===== src/rtl/core_exec.sv =====
// Execute / register-file stage: 32x32 register file, single-cycle ALU ops,
// 32-iteration shift-add multiply and a registered bus read port.
module core_exec (
  input  logic        clk,
  input  logic        rst,
  input  logic [4:0]  rs1,
  input  logic [4:0]  rs2,
  input  logic [4:0]  rd,
  input  logic [15:0] imm,
  input  logic        load,
  input  logic        write_enable,
  input  logic [3:0]  operation,
  output logic        ready,
  output logic        done,
  input  logic [4:0]  read_addr,
  output logic [31:0] read_data
);

  localparam logic [3:0] OP_LLI  = 4'h1;
  localparam logic [3:0] OP_LUI  = 4'h2;
  localparam logic [3:0] OP_ADD  = 4'h3;
  localparam logic [3:0] OP_SUB  = 4'h4;
  localparam logic [3:0] OP_XOR  = 4'h5;
  localparam logic [3:0] OP_AND  = 4'h6;
  localparam logic [3:0] OP_OR   = 4'h7;
  localparam logic [3:0] OP_NOT  = 4'h8;
  localparam logic [3:0] OP_ROTL = 4'h9;
  localparam logic [3:0] OP_ROTR = 4'hA;
  localparam logic [3:0] OP_SHL  = 4'hB;
  localparam logic [3:0] OP_SHR  = 4'hC;
  localparam logic [3:0] OP_MUL  = 4'hD;

  logic [31:0] r_rf [32];
  logic        r_e_valid;
  logic [3:0]  r_e_op;
  logic [4:0]  r_e_rd;
  logic [31:0] r_e_a;
  logic [31:0] r_e_b;
  logic [15:0] r_e_imm;
  logic [4:0]  r_mul_cnt;
  logic [31:0] r_mul_acc;
  logic [31:0] r_read_data;

  logic        w_op_writes;
  logic        w_accept;
  logic        w_e_is_mul;
  logic        w_mul_last;
  logic        w_e_commit;
  logic [4:0]  w_amt;
  logic [5:0]  w_amt_inv;
  logic [31:0] w_mul_sum;
  logic [31:0] w_e_result;
  logic [4:0]  w_idx_a;
  logic [31:0] w_src_a;
  logic [31:0] w_src_b;
  logic        w_fwd_ok;

  assign w_op_writes = (operation >= OP_LLI) && (operation <= OP_MUL);
  assign w_e_is_mul  = r_e_valid && (r_e_op == OP_MUL);
  assign w_mul_last  = (r_mul_cnt == 5'd31);
  assign w_e_commit  = r_e_valid && (!w_e_is_mul || w_mul_last);
  assign ready       = !w_e_is_mul;
  assign done        = w_e_commit;
  assign w_accept    = write_enable && ready && w_op_writes;
  assign read_data   = r_read_data;

  assign w_amt     = r_e_imm[4:0];
  assign w_amt_inv = 6'd32 - {1'b0, w_amt};
  assign w_mul_sum = r_mul_acc + (r_e_b[0] ? r_e_a : 32'd0);

  // Result of the instruction currently held in E
  always_comb begin
    w_e_result = 32'd0;
    case (r_e_op)
      OP_LLI:  w_e_result = {r_e_a[31:16], r_e_imm};
      OP_LUI:  w_e_result = {r_e_imm, r_e_a[15:0]};
      OP_ADD:  w_e_result = r_e_a + r_e_b;
      OP_SUB:  w_e_result = r_e_a - r_e_b;
      OP_XOR:  w_e_result = r_e_a ^ r_e_b;
      OP_AND:  w_e_result = r_e_a & r_e_b;
      OP_OR:   w_e_result = r_e_a | r_e_b;
      OP_NOT:  w_e_result = ~r_e_a;
      // shifting by 32 yields zero, so amount 0 passes A through
      OP_ROTL: w_e_result = (r_e_a << w_amt) | (r_e_a >> w_amt_inv);
      OP_ROTR: w_e_result = (r_e_a >> w_amt) | (r_e_a << w_amt_inv);
      OP_SHL:  w_e_result = r_e_a << w_amt;
      OP_SHR:  w_e_result = r_e_a >> w_amt;
      OP_MUL:  w_e_result = w_mul_sum;
      default: w_e_result = 32'd0;
    endcase
  end

  // Operand fetch with forwarding from a single-cycle instruction in E
  always_comb begin
    w_idx_a  = load ? rd : rs1;
    w_fwd_ok = r_e_valid && !w_e_is_mul && (r_e_rd != 5'd0);
    if (w_fwd_ok && (r_e_rd == w_idx_a)) begin
      w_src_a = w_e_result;
    end else begin
      w_src_a = r_rf[w_idx_a];
    end
    if (w_fwd_ok && (r_e_rd == rs2)) begin
      w_src_b = w_e_result;
    end else begin
      w_src_b = r_rf[rs2];
    end
  end

  // Execute register and multiply iteration state
  always_ff @(posedge clk or negedge rst) begin
    if (!rst) begin
      r_e_valid <= 1'b0;
      r_e_op    <= 4'd0;
      r_e_rd    <= 5'd0;
      r_e_a     <= 32'd0;
      r_e_b     <= 32'd0;
      r_e_imm   <= 16'd0;
      r_mul_cnt <= 5'd0;
      r_mul_acc <= 32'd0;
    end else if (w_accept) begin
      r_e_valid <= 1'b1;
      r_e_op    <= operation;
      r_e_rd    <= rd;
      r_e_a     <= w_src_a;
      r_e_b     <= w_src_b;
      r_e_imm   <= imm;
      r_mul_cnt <= 5'd0;
      r_mul_acc <= 32'd0;
    end else if (w_e_is_mul && !w_mul_last) begin
      r_e_a     <= r_e_a << 1;
      r_e_b     <= r_e_b >> 1;
      r_mul_acc <= w_mul_sum;
      r_mul_cnt <= r_mul_cnt + 5'd1;
    end else begin
      r_e_valid <= 1'b0;
    end
  end

  // Register file writeback and registered bus read (read sees pre-write value)
  always_ff @(posedge clk or negedge rst) begin
    if (!rst) begin
      for (int i = 0; i < 32; i++) begin
        r_rf[i] <= 32'd0;
      end
      r_read_data <= 32'd0;
    end else begin
      if (w_e_commit && (r_e_rd != 5'd0)) begin
        r_rf[r_e_rd] <= w_e_result;
      end
      r_read_data <= r_rf[read_addr];
    end
  end

endmodule

===== config.mk =====
export PLATFORM = sky130hd
export DESIGN_NAME = core_exec
export DESIGN_NICKNAME = d
export VERILOG_FILES = /design/src/rtl/core_exec.sv
export SDC_FILE = /design/constraint.sdc
export NUM_CORES = 2
export LEC_CHECK = 0
export BUFFER_PORTS_ARGS = -buffer_cell sky130_fd_sc_hd__buf_2
export CORE_ASPECT_RATIO = 1.1
export CORE_UTILIZATION = 50
export DETAILED_ROUTE_END_ITERATION = 8
export PLACE_DENSITY = 0.76
export SYNTH_ARGS = -nofsm -noshare
export SYNTH_HDL_FRONTEND = slang
export SYNTH_SLANG_ARGS = --single-unit

===== constraint.sdc =====
create_clock -name clk -period 7.3 [get_ports clk]
set_clock_uncertainty 0.05 [all_clocks]
set_input_delay 1.825 -clock clk [delete_from_list [all_inputs] [get_ports clk]]
set_output_delay 1.825 -clock clk [all_outputs]
set_load 0.1 [all_outputs]

==> run summary <==
* **outcome** finished, violations left
* **violations in the final reports** max-capacitance violations
* **DRT Pass-1 Iters** 7
* **post-synthesis to final-layout area growth** 8.40%
* **Slew headroom** 0.302%
* **total track usage** 40.8%
* **count of routing violations after the opening detailed-route iteration** 11300
* **syn_area_per_cell** 9.84 sq um
* **Skew-Pair Late Insertion Delay** 0.83 ns
* **library cell contributing the largest single delay on the critical path** o311ai_0
* **element type at the critical path end** register
* **synthesized cell area** 0.0820 sq mm
* **unrepaired setup endpoints after global routing** no
* **arrival time at the worst endpoint** 6.68 ns
* **Leakage Power** 36.2 nW
* **worst-case hold slack** 0.370 ns
* **clk slew on worst S/H paths** 0.06 ns
* **post_cts resized** 0
* **library cell used as clock root buffer** clkbuf_16
* **path type of the worst setup path** register to register
* **gpl congestion** 1.05
* **required time of the worst setup path** 7.86 ns
* **Internal** 0.0207 W
* **Sink Count** 1183
* **max-cap viol count** 1
* **DRC violations left** 0
* **Yosys warning total** 0
* **Finish-stage setup viols** 0
* **number of nets produced by synthesis** 8511
* **Worst Tran Pin Value** 1.48 ns
* **fraction of synthesized cell area taken by the top area cell type** 36.1%
* **number of buffers on the longest clock path** 3
* **number of setup buffers added after CTS** 0
* **Pins Over Slew Limit** 0
* **largest voltage drop on the vdd net** 319 uV
* **Antenna Violating Nets Remaining** 0
* **Netlist cell types** 96
* **number of hold buffers added after CTS** 0
* **type of element launching the critical path** register
* **gate count after technology mapping** 8335
* **maximum number of pins on one net before global-route repair** 172
* **post-route clock period utilization** 83.8%
* **number of synthesized register bits** 1183
* **antenna violations before repair** 17
* **leading area contributor after synthesis** dfrtp_1
* **routed wire length** 341000 um
* **detailed placement HPWL** 222000 um
* **cells along the critical path** inv_1 -> buf_4 -> ha_1 -> nand4_1 -> nor2_1 -> nand2_1 -> nor2_1 -> a21oi_1 -> xnor2_1 -> ha_1 -> nand4_1 -> nor4_1 -> nand3_1 -> o311ai_0 -> o22ai_1 -> a21oi_1 -> o21a_1 -> buf_4 -> a21oi_1
* **number of failing hold endpoints at the final stage** 0
* **pwr/cell area** 417 mW/mm^2
* **total of buffers placed on input and output ports** 77
* **Seq/Total Area, Yosys** 36.1%
* **proportion of total power due to net switching** 44.2%
* **vertical die dimension** 427 um
* **number of enable-type register cells in the synthesized netlist** 0
* **final routed wire length divided by cell count** 33.6 um
* **Fmax** 164 MHz
* **final-stage net count** 8103
* **total grt overflow** 0
* **IO Count** 78
* **FFs w/ async S/R, synth** 100%
* **commonest cells in the synthesized netlist** 1184 x nor2_1, 1183 x dfrtp_1, 1123 x a21oi_1, 759 x nand2_1, 741 x mux4_2
* **Total Negative Setup Slacks** 0 ns
* **Rows** 155
* **vias after detailed routing** 74300
* **wire length of the first global-routing pass** 493000 um
* **count of H-tree levels built during CTS** 4
* **count leader, synth** nor2_1
* **Gate power share** 47.4%
* **top cells by area in the synthesized netlist** dfrtp_1 36%, mux4_2 20%, a21oi_1 6.9%
* **time the worst path needs with I/O delays and setup** 6.11 ns
* **TritonCTS buffer count** 134
* **sw power** 0.0164 W
* **clock share of power** 18.8%
* **dominant synthesized flop cell** dfrtp_1
* **total core area** 0.163 sq mm
* **delay of the slowest critical-path stage** 0.82 ns
* **clock tree from TritonCTS** built
* **via count of the first global-routing pass** 71300
* **class of the most critical hold timing path** register to register
* **layout cells sized above 1** 18.4%
* **sequential power share** 33.7%
* **Via density** 7.31
* **full die area** 0.166 sq mm
* **effective utilization at floorplan** 50.5%
* **worst-path maximum fanout** 32
* **die width** 388 um
* **cell with the most instances on the worst path** a21oi_1
==> metrics by stage <==
stage | cell area, sq um | total power, W | instances | worst slack [ns] | utilization (%)
3_3_place_gp | 84400 | 0.0288 | 9910 | 1.42 | 51.9
4_1_cts | 88900 | 0.0365 | 10100 | 1.35 | 54.7
6_report | 88900 | 0.0371 | 10200 | 1.19 | 54.7
5_1_grt | 88900 | 0.0386 | 10100 | 0.926 | 54.7
3_5_place_dp | 84400 | 0.0294 | 9910 | 1.43 | 51.9
2_1_floorplan | 82000 | 0.0236 | 8335 | 2.74 | -
==> metal layers <==
layer	up-vias	part of all wire, %	GRT usage [%]	routed length, um
met4	18	8.0	27.8	27400
met1	36700	35	51.6	120000
met2	5861	44	60.8	149000
li1	30200	-	-	-
met3	1412	13	11.6	44100
met5	-	0.035	0	121
==> area by class of cell <==
cell class | count | area (sq um)
clock buffer | 190 | 3900
antenna | 6 | 15.0
timing repair buffer | 343 | 2910
sequential | 1183 | 29600
multi-input combinational | 6171 | 48900
inverter | 94 | 353
fill | 13800 | 73600
tap | 2119 | 2650
clock inverter | 48 | 574
==> path summary, 6_finish.rpt <==
kind                       slack (ns)                     end                   start  cells past startpoint
max                              1.19   r_rf[955]$_DFFE_PN0P_    r_e_b[0]$_DFFE_PN0P_                     19
min                              0.37  r_rf[1015]$_DFFE_PN0P_  r_rf[1015]$_DFFE_PN0P_                      0
max reg2reg                      1.19   r_rf[955]$_DFFE_PN0P_    r_e_b[0]$_DFFE_PN0P_                     19
min reg2reg                      0.37  r_rf[1015]$_DFFE_PN0P_  r_rf[1015]$_DFFE_PN0P_                      0
max in group asynchronous        4.57   r_rf[513]$_DFFE_PN0P_                     rst                      2
min in group asynchronous        0.97   r_rf[508]$_DFFE_PN0P_                     rst                      1
==> sequential cells by signal, indices dropped and copies added (netlist names) <==
register   cells
r_e_a         32
read_data     32
r_mul_cnt      5
r_mul_acc     32
r_e_rd         5
r_e_op         4
r_e_imm       16
r_e_valid      1
r_e_b         32
r_rf        1024
==> power by group through the flow <==
stage	Clock (W)	Combinational [W]	Sequential [W]
5_1_grt	0.00728	0.0185	0.0128
2_1_floorplan	0	0.0116	0.0120
3_5_place_dp	0	0.0170	0.0124
4_1_cts	0.00704	0.0171	0.0123
6_report	0.00699	0.0176	0.0125
3_3_place_gp	0	0.0167	0.0121
==> logic make-up (layout without fill, tap and decap cells) <==
kind of cell,Yosys count,count (layout),synth area share [%]
other,0,6,0
AO/OA/AOI/OAI,2385,2385,18.2
multiplexers,1121,1121,25.1
buffers and inverters,981,675,4.95
XOR/XNOR,100,100,1.09
adder cells (fa/ha/maj),132,132,2.03
AND/OR/NAND/NOR,2433,2433,12.6
flip-flops,1183,1183,36.1
==> cells in the final DEF, fill, tap and decap left out, drive strengths merged, types with 18 or more instances in the layout <==
cell type	count
a211oi	327
a21o	51
a21oi	1124
a221oi	20
a222oi	32
a22o	23
a22oi	52
a311oi	99
a31oi	126
and2	204
buf	343
clkbuf	190
clkinv	26
dfrtp	1183
ha	130
inv	99
mux2	75
mux2i	305
mux4	741
nand2	759
nand3	60
nand4	29
nor2	1184
nor3	83
o211ai	32
o21a	18
o21ai	264
o221ai	38
o22ai	37
xnor2	69
xor2	31
==> critical path, delay by kind of cell, from the launching register on <==
family	cells	cell delay, ns
AND/OR/NAND/NOR	7	2.00
AO/OA/AOI/OAI	6	1.76
adder cells (fa/ha/maj)	2	0.74
buffers and inverters	3	0.70
XOR/XNOR	1	0.15
flip-flops	1	0.47
No activity file was read; power rests on OpenSTA's default activity.
